===== src/rtl/valu_wb_queue.sv =====
// vALU writeback queue: buffers vector results for the VRF write port in a
// show-ahead FIFO and holds one scalar result until the scalar unit takes it.
// Results arrive with no backpressure. Overflow is sticky until reset.
module valu_wb_queue #(
    parameter int unsigned DATA_WIDTH   = 64,
    parameter int unsigned ADDR_WIDTH   = 32,
    parameter int unsigned BE_WIDTH     = DATA_WIDTH / 8,
    parameter int unsigned DEPTH        = 8,
    parameter int unsigned AFULL_THRESH = 2
) (
    input  logic                     clk,
    input  logic                     rst,
    input  logic                     in_valid,
    input  logic [DATA_WIDTH-1:0]    in_vec,
    input  logic [ADDR_WIDTH-1:0]    in_addr,
    input  logic [BE_WIDTH-1:0]      in_be,
    input  logic                     in_w_reg,
    input  logic                     in_sca,
    output logic                     wb_valid,
    input  logic                     wb_ready,
    output logic [DATA_WIDTH-1:0]    wb_data,
    output logic [ADDR_WIDTH-1:0]    wb_addr,
    output logic [BE_WIDTH-1:0]      wb_be,
    output logic                     wb_w_reg,
    output logic                     sca_valid,
    output logic [DATA_WIDTH-1:0]    sca_data,
    input  logic                     sca_ack,
    output logic [$clog2(DEPTH):0]   count,
    output logic                     almost_full,
    output logic                     overflow
);

    localparam int unsigned PTR_W = $clog2(DEPTH);
    localparam int unsigned CNT_W = PTR_W + 1;
    localparam logic [CNT_W-1:0] DEPTH_CNT = CNT_W'(DEPTH);

    // Entry storage, one array per field
    logic [DATA_WIDTH-1:0] data_mem [DEPTH];
    logic [ADDR_WIDTH-1:0] addr_mem [DEPTH];
    logic [BE_WIDTH-1:0]   be_mem   [DEPTH];
    logic                  wreg_mem [DEPTH];

    logic [PTR_W-1:0]      wr_ptr_q, wr_ptr_d;
    logic [PTR_W-1:0]      rd_ptr_q, rd_ptr_d;
    logic [CNT_W-1:0]      count_q, count_d;
    logic                  sca_valid_q, sca_valid_d;
    logic [DATA_WIDTH-1:0] sca_data_q, sca_data_d;
    logic                  overflow_q, overflow_d;

    logic                  vec_push;
    logic                  pop;
    logic                  full;
    logic                  push_ok;
    logic                  sca_in;
    logic                  sca_load;
    logic                  sca_drop;
    logic [CNT_W-1:0]      free_cnt;

    // Next-state for FIFO pointers/occupancy, scalar holder and overflow flag
    always_comb begin
        vec_push = in_valid & ~in_sca;
        pop      = (count_q != '0) & wb_ready;
        full     = (count_q == DEPTH_CNT);
        // A full FIFO still accepts a push when the head leaves in the same cycle
        push_ok  = vec_push & (~full | pop);

        wr_ptr_d = wr_ptr_q;
        rd_ptr_d = rd_ptr_q;
        count_d  = count_q;
        if (push_ok) begin
            wr_ptr_d = wr_ptr_q + PTR_W'(1);
        end
        if (pop) begin
            rd_ptr_d = rd_ptr_q + PTR_W'(1);
        end
        case ({push_ok, pop})
            2'b10:   count_d = count_q + CNT_W'(1);
            2'b01:   count_d = count_q - CNT_W'(1);
            default: count_d = count_q;
        endcase

        sca_in      = in_valid & in_sca;
        sca_load    = sca_in & (~sca_valid_q | sca_ack);
        sca_drop    = sca_in & sca_valid_q & ~sca_ack;
        sca_valid_d = sca_valid_q;
        sca_data_d  = sca_data_q;
        if (sca_load) begin
            sca_valid_d = 1'b1;
            sca_data_d  = in_vec;
        end else if (sca_ack) begin
            sca_valid_d = 1'b0;
        end

        overflow_d = overflow_q | (vec_push & full & ~pop) | sca_drop;
    end

    // State registers with synchronous reset
    always_ff @(posedge clk) begin
        if (rst) begin
            wr_ptr_q    <= '0;
            rd_ptr_q    <= '0;
            count_q     <= '0;
            sca_valid_q <= 1'b0;
            sca_data_q  <= '0;
            overflow_q  <= 1'b0;
        end else begin
            wr_ptr_q    <= wr_ptr_d;
            rd_ptr_q    <= rd_ptr_d;
            count_q     <= count_d;
            sca_valid_q <= sca_valid_d;
            sca_data_q  <= sca_data_d;
            overflow_q  <= overflow_d;
        end
    end

    // Entry write at the write pointer; storage itself needs no reset
    always_ff @(posedge clk) begin
        if (push_ok) begin
            data_mem[wr_ptr_q] <= in_vec;
            addr_mem[wr_ptr_q] <= in_addr;
            be_mem[wr_ptr_q]   <= in_be;
            wreg_mem[wr_ptr_q] <= in_w_reg;
        end
    end

    assign free_cnt    = DEPTH_CNT - count_q;
    assign almost_full = (32'(free_cnt) <= AFULL_THRESH);

    assign wb_valid  = (count_q != '0);
    assign wb_data   = data_mem[rd_ptr_q];
    assign wb_addr   = addr_mem[rd_ptr_q];
    assign wb_be     = be_mem[rd_ptr_q];
    assign wb_w_reg  = wreg_mem[rd_ptr_q];
    assign sca_valid = sca_valid_q;
    assign sca_data  = sca_data_q;
    assign count     = count_q;
    assign overflow  = overflow_q;

endmodule


===== config.mk =====
export PLATFORM = sky130hd
export DESIGN_NAME = valu_wb_queue
export DESIGN_NICKNAME = d
export VERILOG_FILES = /design/src/rtl/valu_wb_queue.sv
export SDC_FILE = /design/constraint.sdc
export NUM_CORES = 1
export LEC_CHECK = 0
export BUFFER_PORTS_ARGS = -buffer_cell sky130_fd_sc_hd__buf_2
export CORE_ASPECT_RATIO = 0.7
export CORE_MARGIN = 3
export CORE_UTILIZATION = 45
export CTS_CLUSTER_DIAMETER = 200
export CTS_CLUSTER_SIZE = 16
export DETAILED_ROUTE_END_ITERATION = 12
export PLACE_DENSITY = 0.63
export SETUP_SLACK_MARGIN = 0.1
export SLEW_MARGIN = 5
export SYNTH_ARGS = -nofsm -noshare
export SYNTH_HDL_FRONTEND = slang
export SYNTH_SLANG_ARGS = --single-unit

===== constraint.sdc =====
create_clock -name clk -period 11.7 [get_ports clk]
set_input_delay 0 -clock clk [delete_from_list [all_inputs] [get_ports clk]]
set_output_delay 0 -clock clk [all_outputs]
set_load 0.01 [all_outputs]

==> metrics.md, run 1 <==
| Metric | Value |
|---|---|
| Switching power | `1.78 mW` |
| Total power density per cell area | `179 nW/um^2` |
| Setup TNS | `0 ns` |
| Worst-Margin Slew | `1.17 ns` |
| DR pass1 iterations | `5` |
| Slew Limit Fails | `0` |
| Routability congestion estimate from global placement | `0.685` |
| Tot Pwr | `7.21 mW` |
| Crit start category | `flip-flop` |
| First-pass GRT wire length | `111000 um` |
| Crit path max-delay family | `buffers and inverters` |
| Largest net degree at the start of global routing | `about 130` |
| Remaining DRCs | `0` |
| Wirelength, routed | `~74000 um` |
| CTS resizes | `0` |
| Final ANT Viol Nets | `0` |
| Row count | `84` |
| Antenna violations before repair | `0` |
| Hold Vio Cnt, Final | `0` |
| Tcrit/Tclk final | `0.321` |
| Number of stages on the worst setup path | `5` |
| Total die area | `81200 um^2` |
| Non-Filler Instances | `3075` |
| H-tree levels | `3` |
| Pre-CTS WS | `8.34 ns` |
| Vias in the first global route | `17507` |
| Endpoints failing setup | `0` |
| Vias/cell | `between 5 and 6` |
| Final instance area | `40300 um^2` |
| Total CTS buffers | `67` |
| Hold Path Class | `in -> reg` |
| Final hold slack | `0.186 ns` |
| ANT cells | `0` |
| GRT overflow | `0` |
| HPWL after DPL | `39700 um` |
| Critical Path Sink Type | `output port` |
| Sinks on Clock Net | `919` |
| Clock Tree Buf Depth | `3` |
| CP dominant cell by count | `buf_4` |
| CP max stage delay | `0.85 ns` |
| Sequential-to-total area share from yosys stat | `0.766` |
| Worst r2r src | `count[1]$_SDFFE_PP0P_` |
| Slowest CP cell | `buf_4` |
| Worst vdd ir | `0.000180 V` |
| Slew HR | `0.220` |
| Comb power frac | `0.185` |
| Reg2reg end | `data_mem[4][28]$_DFFE_PP_` |
| Area delta synth->final | `15.3%` |
| Gate Count Post-Synth | `around 1600` |
| Commonest non-fill, non-tap cell in the layout | `edfxtp_1` |
| I/O Buffers | `287` |
| Critical path buffers and inverters | `3` |
| Dpl cell area | `37300 um^2` |
| Syn nets | `1705` |
| Clk_skew | `0.0204 ns` |
| CP endpoint | `wb_addr[30]` |
| CP cell instances | `buf_4, buf_4, mux4_2, mux2_2, buf_2` |
| Clock transition at path regs | `0.07 ns` |
| Yosys reg bits | `919` |
| Max Cap Viol | `0` |
| Most frequent cells in the layout | `edfxtp_1, buf_2, mux4_2` |
| Ys Warns | `0` |
| Setup ws final | `7.95 ns` |
| Status | `finished clean` |
| DIE HEIGHT | `239 um` |
| Int Power | `5.43 mW` |
| Avg WL per Cell | `24.0 um` |
| GRT Resource Usage Total | `0.183` |
| CORE AREA | `roughly 76000 um^2` |
| Initial core utilization | `0.460` |
| Vias | `16787` |
| Leak | `13.1 nW` |
| R2R Setup Slk | `~8.4 ns` |
| RSZ-0062 raised after global routing | `false` |
| Worst-Skew Late Latency | `0.61 ns` |
| Root buffer selected by CTS | `clkbuf_16` |
| Fmax | `0.266 GHz` |
| Synth Area per Inst | `approximately 22 um^2` |
| Synth cell types | `39` |
| Post-Synthesis Cell Area | `roughly 35000 um^2` |
| Switching Share | `0.246` |
| Layout Nets | `2119` |
| Critical path type | `reg -> out` |
| Final Critical Period | `between 3 and 4 ns` |
| Drt first-iter violations | `1317` |
| WP data arrival | `3.75 ns` |
| TritonCTS clock tree | `yes` |
| Crit-path max FO | `71` |
| Ports | `around 290` |
| Seq pwr share | `0.517` |
| Clock Power Share | `0.298` |
| Placed Instances | `2855` |
| Worst Reg2Reg Path Length in Cells | `8` |
| DIE WIDTH | `339 um` |
| Fin util | `0.530` |
| Critical Path RT | `11.70 ns` |
| Share of cells above drive strength 1 | `0.323` |
registers in the layout, indices dropped and copies added, names as in the netlist, named ones only:
name / count
rd_ptr_q: 3
overflow: 1
count: 4
data_mem: 512
be_mem: 64
addr_mem: 256
wreg_mem: 8
sca_valid: 1
wr_ptr_q: 3
sca_data: 64
power by group through the flow:
stage	Clock (mW)	Combinational, mW	Sequential, mW
2_1_floorplan	0	1.06	3.77
3_3_place_gp	0	1.32	3.80
3_5_place_dp	0	1.33	3.80
4_1_cts	2.22	1.37	3.73
5_1_grt	2.34	1.44	3.73
6_report	2.15	1.33	3.72
worst reg2reg max path: stages (launching register included):
cell	delay [ns]
dfxtp_1	0.49
inv_1	0.09
ha_1	0.25
nand4bb_1	0.26
and2_1	0.26
nand2_1	0.24
nor3_2	0.24
buf_4	0.47
buf_4	0.60
synth_stat cells:
cell,count,area share
buf_2,18,0.0026
o21ai_0,1,0.00014
mux2i_1,1,0.00029
mux4_1,64,0.048
a221oi_1,1,0.00025
buf_6,2,0.00064
ha_1,5,0.0018
nor4_1,1,0.00018
nand3_1,4,0.00057
nor2b_1,1,0.00018
edfxtp_1,840,0.72
buf_1,3,0.00032
buf_12,21,0.012
a21oi_1,68,0.0097
mux2_2,105,0.034
buf_8,1,0.00043
a31o_1,1,0.00025
a2bb2oi_1,1,0.00025
nand4bb_1,1,0.00032
xnor2_1,5,0.0013
mux4_2,146,0.094
a311oi_2,1,0.00043
or3b_1,1,0.00025
and3_1,1,0.00018
nand2b_1,6,0.0011
a211oi_1,2,0.00043
and2_1,1,0.00018
and3b_1,1,0.00025
clkbuf_1,36,0.0039
buf_4,1,0.00021
dfxtp_1,79,0.045
mux2_4,1,0.00043
nand2_1,138,0.015
inv_1,4,0.00043
nor2b_4,1,0.00039
nand3_4,1,0.00050
xor2_1,4,0.0010
nor3_1,5,0.00072
nor2_1,16,0.0017
how the worst min path moves through the flow:
stage                            from                        end  slack (ns)  cells past startpoint
after floorplan            in_addr[0]   addr_mem[0][0]$_DFFE_PP_         0.1                      0
after global placement    in_addr[16]  addr_mem[7][16]$_DFFE_PP_        0.26                      1
after detailed placement  in_addr[12]  addr_mem[6][12]$_DFFE_PP_        0.27                      1
after CTS                  in_addr[4]   addr_mem[7][4]$_DFFE_PP_        0.13                      2
after global routing      in_addr[12]  addr_mem[0][12]$_DFFE_PP_        0.18                      2
final                     in_addr[12]  addr_mem[6][12]$_DFFE_PP_        0.19                      2
area by class of cell:
class	count	area (um^2)
clock buffer	102	1830
clock inverter	7	71.3
fill	5923	35700
inverter	4	15.0
multi-input combinational	584	7540
sequential	919	26800
tap	1032	1290
timing repair buffer	427	2780
metal layers:
layer / wire length [um] / GRT usage
met3: 4190 / 0.0296
met4: 1090 / 0.0384
met2: 35200 / 0.295
met1: 33200 / 0.268
met5: 0 / 0
cells by family after synthesis:
logic type | after synthesis | synth area share
buf+inv | 86 | 0.0205
xor+xnor | 9 | 0.00225
fa+ha+maj | 5 | 0.00179
compound gates | 75 | 0.0115
mux | 317 | 0.177
simple gates | 178 | 0.0213
flops | 919 | 0.766
timing repair:
| item | 4_1_cts | 5_1_grt |
|---|---|---|
| endpoints found under the hold margin | 917 | 0 |
| buffers inserted | 0 | 0 |
| hold buffers | 111 | 0 |
Note: power is estimated with default switching activity, not from simulation.
==> inputs of run 2 (changes only) <==
- ABC_AREA: unset -> 1
- PLACE_DENSITY: 0.63 -> 0.61
- clock period: 11.7 -> 3.8 ns (I/O delays scaled with it)
==> run 2 against run 1 <==
Compared with the run above: wire length increased by 16%; via count increased by 37%; clock power increased to 3.1 times the previous value; combinational power increased to 4.0 times the previous value; total power increased to 3.2 times the previous value; non-clock buffer count increased by 13; setup slack got worse by 7.2 ns; core utilization decreased by 0.17 points; worst hold slack got worse by 0.068 ns; synthesized cell count increased by 74%; register-to-register slack got worse by 7.5 ns; sequential cell count unchanged; critical path type unchanged; critical endpoint is now wb_data[25]; highest routed layer unchanged.
==> metrics.md, run 2 <==
| Metric | Value |
|---|---|
| Status | `finished clean` |
| Area delta synth->final | `15.4%` |
| CP cell instances | `buf_12, o21ai_0, o32ai_1, nand2_1, nand2_1, buf_2` |
| FILL cells | `6459` |
| Total die area | `82400 um^2` |
| CP max stage delay | `1.01 ns` |
| R2R Setup Slk | `0.85 ns` |
| Tot Pwr | `between 20 and 25 mW` |
| Ys async rst share | `0` |
| Synth Area in Adders | `0.00176` |
| Max reg flops | `512` |
| Total power density per cell area | `571 nW/um^2` |
| Remaining DRCs | `0` |
| Gate Count Post-Synth | `2772` |
| Post-Synthesis Cell Area | `roughly 36000 um^2` |
| Routability congestion estimate from global placement | `0.793` |
| Post-synthesis simple-gate area fraction | `0.121` |
| Pre-CTS WS | `0.898 ns` |
| Commonest non-fill, non-tap cell in the layout | `edfxtp_1` |
| Worst-Margin Slew | `1.20 ns` |
| Leak | `14.4 nW` |
| Final ANT Viol Nets | `0` |
| Tcrit/Tclk final | `0.812` |
| Crit path max-delay family | `flip-flops` |
| Max Cap Viol | `0` |
| Crit-path max FO | `116` |
| Synth Area per Inst | `between 10 and 15 um^2` |
| Post-Synth XOR/XNOR Area | `0.000247` |
| Final Critical Period | `3.09 ns` |
| TritonCTS clock tree | `yes` |
| Layout Nets | `3214` |
| Total CTS buffers | `67` |
| Hold Path Class | `in -> reg` |
| Slowest CP cell | `dfxtp_4` |
| Avg WL per Cell | `a little over 20 um` |
| Setup ws final | `0.713 ns` |
| Critical path type | `reg -> out` |
| HPWL after DPL | `47400 um` |
| Ports | `288` |
| Largest Register | `data_mem` |
| Ys Warns | `0` |
| Synth top cells by count | `edfxtp_1, nor2_1, nand2_1` |
| Largest family of logic cells by synthesized area | `simple AND/OR/NAND/NOR gates` |
| Largest net degree at the start of global routing | `224` |
| Hold Path Depth | `6` |
| Clock transition at path regs | `roughly 0.080 ns` |
| Fmax | `approximately 0.32 GHz` |
| WP data arrival | `3.09 ns` |
| Largest regs | `data_mem (512), addr_mem (256)` |
| Synth cell types | `26` |
| Largest area contributor in the netlist | `edfxtp_1` |
| Dpl cell area | `37900 um^2` |
| Post-synthesis compound-gate area fraction | `0.0930` |
| DR pass1 iterations | `7` |
| Syn nets | `~2900` |
| Critical path buffers and inverters | `2` |
| Setup TNS | `0 ns` |
| Slew Limit Fails | `0` |
| Wirelength, routed | `85800 um` |
| Footprint of the multi-input gates | `between 7000 and 8000 um^2` |
| CTS resizes | `0` |
| Row count | `between 80 and 90` |
| Yosys top cell area share | `0.710` |
| Root buffer selected by CTS | `clkbuf_16` |
| Post-synthesis mux area share | `0` |
| Crit start category | `flip-flop` |
| Clk_skew | `approximately 0.022 ns` |
| Reg2reg end | `data_mem[6][40]$_DFFE_PP_` |
| Post-CTS Setup Inserts | `0` |
| DIE HEIGHT | `241 um` |
| Share of cells above drive strength 1 | `0.134` |
| Yosys reg bits | `~920` |
| H-tree levels | `3` |
| Post-synth EDFFs | `840` |
| Drt first-iter violations | `2301` |
| GRT Resource Usage Total | `0.205` |
| RSZ-0062 raised after global routing | `false` |
| Vias | `22941` |
| Worst-Skew Late Latency | `about 0.62 ns` |
| Vias in the first global route | `22229` |
| Most frequent cell after synthesis | `edfxtp_1` |
| Critical Path RT | `3.80 ns` |
| CORE AREA | `77500 um^2` |
| Most frequent cells in the layout | `edfxtp_1, nor2_1, nand2_1` |
| Placed Instances | `between 3000 and 4000` |
| First-pass GRT wire length | `approximately 130000 um` |
| Vias/cell | `5.48` |
| GRT overflow | `0` |
| Worst vdd ir | `0.000487 V` |
| Hold path start | `in_sca` |
| Non-Filler Instances | `4190` |
| Initial core utilization | `0.458` |
| Worst Reg2Reg Path Length in Cells | `10` |
| Slew HR | `0.201` |
| Sinks on Clock Net | `919` |
| Top area cells in the synthesized netlist | `edfxtp_1, nor2_1, o32ai_1` |
| Endpoints failing setup | `0` |
| Final instance area | `41000 um^2` |
| I/O Buffers | `287` |
| Hold Vio Cnt, Final | `0` |
| CP dominant cell by count | `nand2_1` |
| Clock Tree Buf Depth | `3` |
| Hold path endpoint | `overflow$_SDFF_PP0_` |
| Register area | `about 27000 um^2` |
| Antenna violations before repair | `6` |
| DIE WIDTH | `342 um` |
| Top_reg_cell synth | `edfxtp_1` |
| Critical Path Sink Type | `output port` |
| Sequential-to-total area share from yosys stat | `0.755` |
| Worst r2r src | `count[0]$_SDFFE_PP0P_` |
-- run 2: per-layer routing --
layer	vias to the layer above	GRT usage	routed length, um
li1	10653	-	-
met1	11464	0.307	40200
met2	712	0.317	39000
met3	112	0.0310	5130
met4	0	0.0487	1530
met5	-	0	0
-- run 2: final cells by class --
| class | count | area share |
|---|---|---|
| Antenna cell | 5 | 0.000305 |
| Clock buffer | 106 | 0.0450 |
| Clock inverter | 6 | 0.00189 |
| Inverter | 27 | 0.00284 |
| Multi-Input combinational cell | 1643 | 0.189 |
| Sequential cell | 919 | 0.654 |
| Tap cell | 1044 | 0.0319 |
| Timing Repair Buffer | 440 | 0.0751 |
-- run 2: worst max path at each step --
| stage | from | endpoint | slack (ns) | cells after the start |
|---|---|---|---|---|
| after floorplan | count[0]$_SDFFE_PP0P_ | addr_mem[4][0]$_DFFE_PP_ | -0.67 | 9 |
| after global placement | count[0]$_SDFFE_PP0P_ | data_mem[6][46]$_DFFE_PP_ | 1.00 | 10 |
| after detailed placement | count[0]$_SDFFE_PP0P_ | data_mem[6][46]$_DFFE_PP_ | 0.90 | 10 |
| after CTS | flip-flop | wb_data[39] | 0.75 | 6 |
| after global routing | flip-flop | wb_data[25] | 0.48 | 6 |
| final | flip-flop | wb_data[25] | 0.71 | 6 |
-- run 2: where the power goes --
part	internal [mW]	leakage, nW	switching [mW]
Combinational	1.81	5.24	3.51
Sequential	11.2	8.24	0.185
Clock	3.37	0.919	3.32
Total	16.4	14.4	7.01
-- run 2: kinds of logic after synthesis --
logic type      after synthesis
simple gates               1135
flops                       919
compound gates              502
buf+inv                     210
fa+ha+maj                     5
xor+xnor                      1
-- run 2: repair_timing --
item                                    in CTS  in global routing
endpoints found under the hold margin      916                  0
hold buffers                               112                  0
endpoints found under the setup margin       0                  0
-- run 2: worst reg2reg max path, cell delays in order, from the launching register on --
cell	delay, ns
dfxtp_1	0.43
inv_1	0.12
ha_1	0.26
inv_1	0.08
nor2_1	0.05
nand3_1	0.11
nand2_1	0.16
inv_1	0.13
nand2_1	0.25
nor2_4	0.62
buf_4	0.41
-- run 2: per-stage QoR --
stage | hold slack [ns] | utilization
3_5_place_dp | 0.276 | 0.489
5_1_grt | 0.158 | 0.528
3_3_place_gp | 0.261 | 0.489
6_report | 0.118 | 0.529
4_1_cts | 0.0411 | 0.528
2_1_floorplan | 0.0691 | -
==> inputs of run 3 (changes only) <==
- ABC_AREA: 1 -> 0
- PLACE_DENSITY: 0.61 -> 0.63
- clock period: 3.8 -> 2.8 ns (I/O delays scaled with it)
==> run 3 against run 2 <==
Compared with the run above: combinational power is 14% higher; global-route usage is 2.1 points lower; first-iteration DRC count is 45% lower; highest routed layer unchanged; sequential share of layout area is 0.25 points lower; sequential power is 36% higher; register-to-register slack worse by 0.36 ns; cell count is 26% lower; clock-buffer cell count is 5 higher; wire length is 14% lower; worst hold slack better by 0.087 ns.
==> metrics.md, run 3 (synthesis results as in run 1) <==
| Metric | Value |
|---|---|
| Switching Share | `0.246` |
| Routability congestion estimate from global placement | `about 0.71` |
| Antenna violations before repair | `1` |
| Slew HR | `0.338` |
| Int Power | `23.1 mW` |
| Total die area | `81200 um^2` |
| Root buffer selected by CTS | `clkbuf_16` |
| Crit-path max FO | `51` |
| Clock Power Share | `0.298` |
| Largest regs | `data_mem (512), addr_mem (256)` |
| Hold Vio Cnt, Final | `0` |
| Wirelength, routed | `about 74000 um` |
| Remaining DRCs | `0` |
| Commonest non-fill, non-tap cell in the layout | `edfxtp_1` |
| Vias/cell | `around 5.4` |
| DIE HEIGHT | `239 um` |
| WP data arrival | `2.57 ns` |
| Hold Path Class | `in -> reg` |
| Largest net degree at the start of global routing | `79` |
| CP max stage delay | `0.66 ns` |
| Most frequent cells in the layout | `edfxtp_1, buf_2, mux4_2` |
| Critical Path Sink Type | `output port` |
| H-tree levels | `3` |
| Largest Register | `data_mem` |
| Switching power | `7.54 mW` |
| HPWL after DPL | `roughly 41000 um` |
| Status | `finished clean` |
| Worst Reg2Reg Path Length in Cells | `10` |
| Initial core utilization | `0.460` |
| Endpoints failing setup | `0` |
| Critical Path RT | `2.80 ns` |
| Worst r2r src | `count[0]$_SDFFE_PP0P_` |
| I/O Buffers | `287` |
| Worst vdd ir | `0.000365 V` |
| Worst-Margin Slew | `0.993 ns` |
| CORE AREA | `76100 um^2` |
| Clock Tree Buf Depth | `3` |
| Fmax | `0.389 GHz` |
| Worst-Skew Late Latency | `0.62 ns` |
| DR pass1 iterations | `5` |
| Fin util | `0.541` |
| RSZ-0062 raised after global routing | `false` |
| Tcrit/Tclk final | `0.918` |
| Avg WL per Cell | `23.8 um` |
| Max reg flops | `512` |
| CP cell instances | `buf_16, mux4_1, mux2_2, buf_2` |
| Sinks on Clock Net | `919` |
| Reg2reg end | `count[2]$_SDFFE_PP0P_` |
| GRT Resource Usage Total | `0.184` |
| Final Critical Period | `~2.6 ns` |
| Vias | `16796` |
| Crit start category | `flip-flop` |
| Leak | `13.4 nW` |
| Vias in the first global route | `17802` |
| Max Cap Viol | `0` |
| Total power density per cell area | `approximately 750 nW/um^2` |
| Dpl cell area | `~38000 um^2` |
| Seq pwr share | `0.505` |
| TritonCTS clock tree | `yes` |
| Area delta synth->final | `17.6%` |
| CP endpoint | `wb_data[0]` |
| Comb power frac | `0.198` |
| First-pass GRT wire length | `112000 um` |
| Total CTS buffers | `67` |
| Slew Limit Fails | `0` |
| Clk_skew | `0.0246 ns` |
| R2R Setup Slk | `0.49 ns` |
| Ports | `288` |
| Row count | `84` |
| Layout Nets | `between 2000 and 2500` |
| Share of cells above drive strength 1 | `0.337` |
| GRT overflow | `0` |
| Critical path type | `reg -> out` |
| Drt first-iter violations | `roughly 1300` |
| Final ANT Viol Nets | `0` |
| Final instance area | `41100 um^2` |
| Slowest CP cell | `mux4_1` |
| DIE WIDTH | `~340 um` |
| Clock transition at path regs | `0.07 ns` |
==> run 3: cell types whose count changed in the layout (fill, tap and decap cells not counted), sizes merged, moves of 4 or more <==
cell and change:
xor2 +4, inv -21, mux2 +106, o21ai -280, buf +24, nand2 -205, o32ai -210, xnor2 +4
nand2b +6, clkbuf +5, mux4 +210, a21oi +58, nor2 -764
==> run 3: how the worst min path moves through the flow <==
stage	startpoint	to	depth (start not counted)
after floorplan	in_addr[0]	addr_mem[0][0]$_DFFE_PP_	0
after global placement	in_addr[15]	addr_mem[0][15]$_DFFE_PP_	1
after detailed placement	in_addr[15]	addr_mem[1][15]$_DFFE_PP_	1
after CTS	in_addr[16]	addr_mem[2][16]$_DFFE_PP_	2
after global routing	in_addr[7]	addr_mem[3][7]$_DFFE_PP_	2
final	in_addr[15]	addr_mem[0][15]$_DFFE_PP_	2
==> run 3: power by group through the flow <==
stage | combinational [mW] | sequential (mW) | clock, mW
after floorplan | 4.49 | 15.7 | 0
after global placement | 5.87 | 15.8 | 0
after detailed placement | 5.92 | 15.8 | 0
after CTS | 6.19 | 15.5 | 9.42
after global routing | 6.57 | 15.5 | 9.94
final | 6.07 | 15.5 | 9.14
==> run 3: through the flow <==
step	instances	TNS [ns]	hold slack, ns	total power, mW	setup WS, ns
after detailed placement	2884	0	0.270	21.8	0.523
final	3121	0	0.205	30.7	0.231
after global routing	3119	0	0.194	32.0	0.100
after global placement	2884	0	0.261	21.7	0.518
after CTS	3116	0	0.140	31.1	0.139
after floorplan	1589	-686.89	0.0989	20.2	-1.85
==> run 3: cell type report <==
type | count | area (um^2)
fillers | 5936 | 34900
flip-flops and latches | 919 | 26800
multi-input cells | 584 | 7610
repair buffers | 463 | 3440
clock buffers | 111 | 1880
well taps | 1032 | 1290
clock inverters | 6 | 70.1
inverters | 4 | 15.0
diodes | 2 | 5.00
==> run 3: critical path: cells and delay by family (launching register included) <==
| family | cells | cell delay, ns |
|---|---|---|
| muxes | 2 | 0.94 |
| buffers and inverters | 2 | 0.49 |
| DFF | 1 | 0.46 |
==> run 3: what timing repair did <==
action                                  CTS  global route
hold endpoints to repair                918             0
buffers inserted                          4             3
hold buffers                            111             0
resized for setup                         1             0
cloned                                    0             0
endpoints found under the setup margin   68             2
==> run 3: metal layers <==
layer / vias up / share of wire / track usage
met3: 83 / 0.051 / 0.0330
li1: 7443 / - / -
met4: 0 / 0.015 / 0.0394
met1: 8871 / 0.46 / 0.269
met2: 399 / 0.48 / 0.292
met5: - / 0 / 0
